<file path="src/rtl/br_pred_queue_pkg.sv">
// Shared branch-queue constants and the per-entry status record.
package br_pred_queue_pkg;

  localparam int unsigned AddrWidth      = 32;
  localparam int unsigned PredQueueDepth = 8;
  localparam logic        BrTaken        = 1'b1;

  // The PC and valid bit are kept beside the record: the PC width is a module parameter, and
  // valid is the only per-entry field that reset clears.
  typedef struct packed {
    logic pred;
    logic resolved;
    logic taken;
  } br_queue_entry_t;

  function automatic logic is_mispredict(input br_queue_entry_t e);
    return (e.pred == BrTaken) != (e.taken == BrTaken);
  endfunction

endpackage

</file>
<file path="src/rtl/br_pred_queue.sv">
// In-order branch prediction queue: push at fetch, resolve out of order, retire and commit in
// order to the counter table.
module br_pred_queue
  import br_pred_queue_pkg::*;
#(
  parameter int unsigned ADDR  = AddrWidth,
  parameter int unsigned DEPTH = PredQueueDepth,
  parameter int unsigned PTR   = $clog2(DEPTH)
) (
  input  logic            clk,
  input  logic            reset,
  input  logic            flush_,
  input  logic            br_push_,
  input  logic [ADDR-1:0] br_pc,
  input  logic            br_pred,
  output logic [PTR-1:0]  br_tag,
  output logic            br_full,
  output logic            br_empty,
  input  logic            br_exe_,
  input  logic [PTR-1:0]  br_exe_tag,
  input  logic            br_exe_taken,
  input  logic            br_retire_,
  output logic            retire_rdy,
  output logic [ADDR-1:0] commit_pc,
  output logic            br_commit_,
  output logic            br_result,
  output logic            br_pred_miss_
);

  localparam logic [PTR:0]   FullCount = (PTR+1)'(DEPTH);
  localparam logic [PTR-1:0] PtrOne    = PTR'(1);
  localparam logic [PTR:0]   CountOne  = (PTR+1)'(1);

  logic [DEPTH-1:0] valid_q, valid_d;
  logic [PTR-1:0]   head_q, head_d;
  logic [PTR-1:0]   tail_q, tail_d;
  logic [PTR:0]     count_q, count_d;
  logic [ADDR-1:0]  pc_q [DEPTH];
  br_queue_entry_t  meta_q [DEPTH];
  br_queue_entry_t  head_meta;

  logic            push_en, resolve_en, retire_en;
  logic [ADDR-1:0] commit_pc_q;
  logic            commit_n_q, result_q, miss_n_q;

  assign br_tag     = tail_q;
  assign br_full    = (count_q == FullCount);
  assign br_empty   = (count_q == '0);
  assign head_meta  = meta_q[head_q];
  assign retire_rdy = valid_q[head_q] & head_meta.resolved;

  assign push_en    = flush_ & ~br_push_ & ~br_full;
  assign retire_en  = flush_ & ~br_retire_ & retire_rdy;
  // The slot being pushed is not yet valid, so a resolve aimed at it is dropped.
  assign resolve_en = flush_ & ~br_exe_ & valid_q[br_exe_tag] &
                      ~(push_en & (br_exe_tag == tail_q));

  always_comb begin
    valid_d = valid_q;
    head_d  = head_q;
    tail_d  = tail_q;
    count_d = count_q;
    if (!flush_) begin
      valid_d = '0;
      head_d  = '0;
      tail_d  = '0;
      count_d = '0;
    end else begin
      if (push_en) begin
        valid_d[tail_q] = 1'b1;
        tail_d          = tail_q + PtrOne;
      end
      if (retire_en) begin
        valid_d[head_q] = 1'b0;
        head_d          = head_q + PtrOne;
      end
      unique case ({push_en, retire_en})
        2'b10:   count_d = count_q + CountOne;
        2'b01:   count_d = count_q - CountOne;
        default: count_d = count_q;
      endcase
    end
  end

  always_ff @(posedge clk) begin
    if (reset) begin
      valid_q <= '0;
      head_q  <= '0;
      tail_q  <= '0;
      count_q <= '0;
    end else begin
      valid_q <= valid_d;
      head_q  <= head_d;
      tail_q  <= tail_d;
      count_q <= count_d;
    end
  end

  // Payload is meaningless while valid is clear, so it carries no reset.
  always_ff @(posedge clk) begin
    if (push_en) begin
      pc_q[tail_q]   <= br_pc;
      meta_q[tail_q] <= '{pred: br_pred, resolved: 1'b0, taken: 1'b0};
    end
    if (resolve_en) begin
      meta_q[br_exe_tag].resolved <= 1'b1;
      meta_q[br_exe_tag].taken    <= br_exe_taken;
    end
  end

  always_ff @(posedge clk) begin
    if (reset) begin
      commit_n_q  <= 1'b1;
      miss_n_q    <= 1'b1;
      commit_pc_q <= '0;
      result_q    <= 1'b0;
    end else begin
      commit_n_q <= ~retire_en;
      miss_n_q   <= ~(retire_en & is_mispredict(head_meta));
      if (retire_en) begin
        commit_pc_q <= pc_q[head_q];
        result_q    <= head_meta.taken;
      end
    end
  end

  assign commit_pc     = commit_pc_q;
  assign br_commit_    = commit_n_q;
  assign br_result     = result_q;
  assign br_pred_miss_ = miss_n_q;

endmodule

</file>
<file path="config.mk">
export PLATFORM = sky130hd
export DESIGN_NAME = br_pred_queue
export DESIGN_NICKNAME = d
export VERILOG_FILES = /design/src/rtl/br_pred_queue_pkg.sv /design/src/rtl/br_pred_queue.sv
export SDC_FILE = /design/constraint.sdc
export NUM_CORES = 1
export LEC_CHECK = 0
export BUFFER_PORTS_ARGS = -buffer_cell sky130_fd_sc_hd__buf_2
export CAP_MARGIN = 30
export CORE_UTILIZATION = 40
export DETAILED_ROUTE_END_ITERATION = 10
export GPL_ROUTABILITY_DRIVEN = 0
export GPL_TIMING_DRIVEN = 1
export PLACE_DENSITY_LB_ADDON = 0.2
export SYNTH_ARGS = -nofsm -noshare
export SYNTH_HDL_FRONTEND = slang
export SYNTH_SLANG_ARGS = --single-unit
</file>
<file path="constraint.sdc">
create_clock -name clk -period 4 [get_ports clk]
set_input_delay 0.4 -clock clk [delete_from_list [all_inputs] [get_ports clk]]
set_output_delay 0.4 -clock clk [all_outputs]
set_load 0.02 [all_outputs]
</file>
==> impl_metrics.ini <==
[layout]
drive_gt1_frac = 0.2593
nets = 939
finish.utilization = 0.4717
final_area_um2 = 15310
fillers = 2825
final_cell_count_no_fill = 1360
diodes = 0
syn2layout_area_growth_pct = 16.44
ff_latch_area_um2 = 9454
multiInputGateArea_um2 = 3407

[clock_tree]
cts_resized = 0
clk_pin_slew_worst_paths_ns = 0.06
cts_tree = yes
clk_latency_ns = 0.51
clk_path_buf_depth = 3
h-tree-depth = 2
numCtsBuffers = 37
cts-root-buf = clkbuf_16
hold_buffers = 0
postCtsSetupBuffers = 0
cts.sinks = 336

[worst_setup_path]
r2r_slack_ns = 0.73
arrival_ns = 3.02
path_max_fanout = 28
critPathCaptureType = primary output
critPathLaunchType = flip-flop
critical_path_required_ns = 3.60
path_class = reg2out

[logic_synthesis]
synth_area_um2 = 13150
synth.distinct_cells = 53
synth_area_per_cell_um2 = 16.50
yosysWarnings = 0
synth.yosys.seq_area_share = 0.7187
netlist_instances = 797
ys_async_sr_fraction = 0
synth_edf_count = 272
ys.flop_type = edfxtp_1
syn-num-nets = 845
ys_ff_latch = 336

[sta]
finalSetupTns_ns = 0
relSlewSlack = 0.4515
skew_ns = 0.01172
setup_viol = 0
tightest_slew_ns = 0.8228
min_period_ns = 3.419
finalHoldViolCount = 0
finalCritPeriodShare = 0.8546
drv_slew = 0
rsz0062_at_grt = no
fmax_ghz = 0.2925
hold_ws_ns = 0.1497
finalWorstSetupSlack_ns = 0.5814

[job]
maxCapViolations = 0

[routing]
num_vias = 7518
viasPerCell = 5.528
drt_wl_total_mm = 31.21
drtPass1Iterations = 5
wl_per_cell_um = 22.95
drc = 0
postRouteAntennaNets = 0
drtIter0Drc = 539

[run_status]
status = completed

[power_and_ir_drop]
finalPower_mw = 7.285
powerDensity_nw_per_um2 = 475.8
worst_ir_drop_vdd_mv = 0.2991
power.leakage_nw = 5.048

[floorplan]
fp.dieW_um = 183.3
rows = 66
ioPinCount = 84
core_area_um2 = 32450
die-area_um2 = 33600
start_util = 0.4051
die_h_um = 183.3

[global_routing]
grt_pass1_wl_mm = 47.60
grtUsageTotal = 0.1904
grt_pass1_vias = 7614
grt_max_degree = 51
grt-ovfl-total = 0
antenna_found_initial = 2

[place]
io_buffer_count = 83
dp_slack_ns = 0.6827
dp.cells = 1294
placedInstanceArea_um2 = 14100
hpwl_mm = 18.63

[hold_path]
holdCritPathClass = in2reg
-- sequential cells by signal, indices dropped and copies added (netlist names), named ones only --
register and flops:
br_commit_ 1, br_pred_miss_ 1, br_result 1, br_tag 3, commit_pc 32, count_q 4, head_q 3, meta_q 24
pc_q 256, valid_q 8
-- per-layer routing --
layer / global-route usage / share of wire
met5: 0 / 0.00074
met2: 0.3101 / 0.48
met3: 0.02919 / 0.041
met1: 0.2671 / 0.46
met4: 0.04933 / 0.015
-- cell usage after synthesis (8+ instances only) --
| cell | number | area, µm² |
|---|---|---|
| o22ai_1 | 15 | 93.84 |
| clkbuf_1 | 19 | 71.32 |
| buf_2 | 27 | 135.1 |
| nand2_1 | 21 | 78.83 |
| a221oi_1 | 23 | 201.4 |
| edfxtp_1 | 272 | 8168 |
| inv_1 | 12 | 45.04 |
| mux2i_1 | 35 | 350.3 |
| nor2b_1 | 11 | 68.82 |
| a21oi_1 | 49 | 245.2 |
| or3_1 | 8 | 50.05 |
| a211oi_1 | 25 | 187.7 |
| o21ai_0 | 18 | 90.09 |
| nor3_1 | 12 | 60.06 |
| dfxtp_1 | 64 | 1281 |
| nor2_1 | 19 | 71.32 |
| mux4_2 | 37 | 833.3 |
| mux2_2 | 20 | 225.2 |
| a22oi_1 | 17 | 127.6 |
-- power by group --
group	internal, mW	switching [mW]	total, mW
registers	3.80	0.00796	3.80
logic	0.0495	0.108	0.157
clock network	1.98	1.34	3.32
-- worst paths after layout --
kind | from | endpoint | depth (start not counted)
setup / recovery | head_q[0] | retire_rdy | 5
setup reg to reg | head_q[0] | count_q[2] | 11
hold reg to reg | meta_q[0][1] | meta_q[0][1] | 2
hold / removal | br_pc[20] | pc_q[0][20] | 1
-- final cells by class --
type	instances	share of cell area
clock buffer	49	0.07102
clock inverter	17	0.007764
inverter	15	0.003678
multi-input combinational	394	0.2225
sequential	336	0.6175
tap	442	0.03612
timing repair buffer	107	0.04135
-- cell families (layout without fill, tap and decap cells) --
logic type,after synthesis,after routing,synth area share
mux,92,92,0.1072
simple gates,112,112,0.04806
buf+inv,67,188,0.02313
compound gates,176,176,0.09222
flops,336,336,0.7187
xor+xnor,9,9,0.005995
fa+ha+maj,5,5,0.004758
-- critical path: stages (launching register included) --
cell	delay [ns]
dfxtp_4	0.54
mux2_2	0.37
o2bb2ai_1	0.15
o31ai_4	0.62
inv_2	0.51
buf_2	0.30
-- cells in the final DEF, fill, tap and decap left out, types with 5 or more instances in the layout --
master / n
o2bb2ai_1: 5
clkbuf_1: 6
buf_2: 83
nor4_1: 7
a211oi_1: 25
dfxtp_1: 62
buf_4: 21
clkinv_1: 11
mux2_2: 20
ha_1: 5
inv_2: 6
o21ai_0: 18
o22ai_1: 15
a221oi_1: 23
xor2_1: 5
nand2b_1: 5
a21oi_1: 49
a22oi_1: 17
nor2b_1: 10
clkinv_2: 5
mux4_2: 37
nor2_1: 19
or3_1: 8
nor3_1: 12
clkbuf_16: 42
a22o_1: 5
edfxtp_1: 272
nand3_1: 7
mux2i_1: 35
nand2_1: 21
Note: power is estimated with default switching activity, not from simulation.
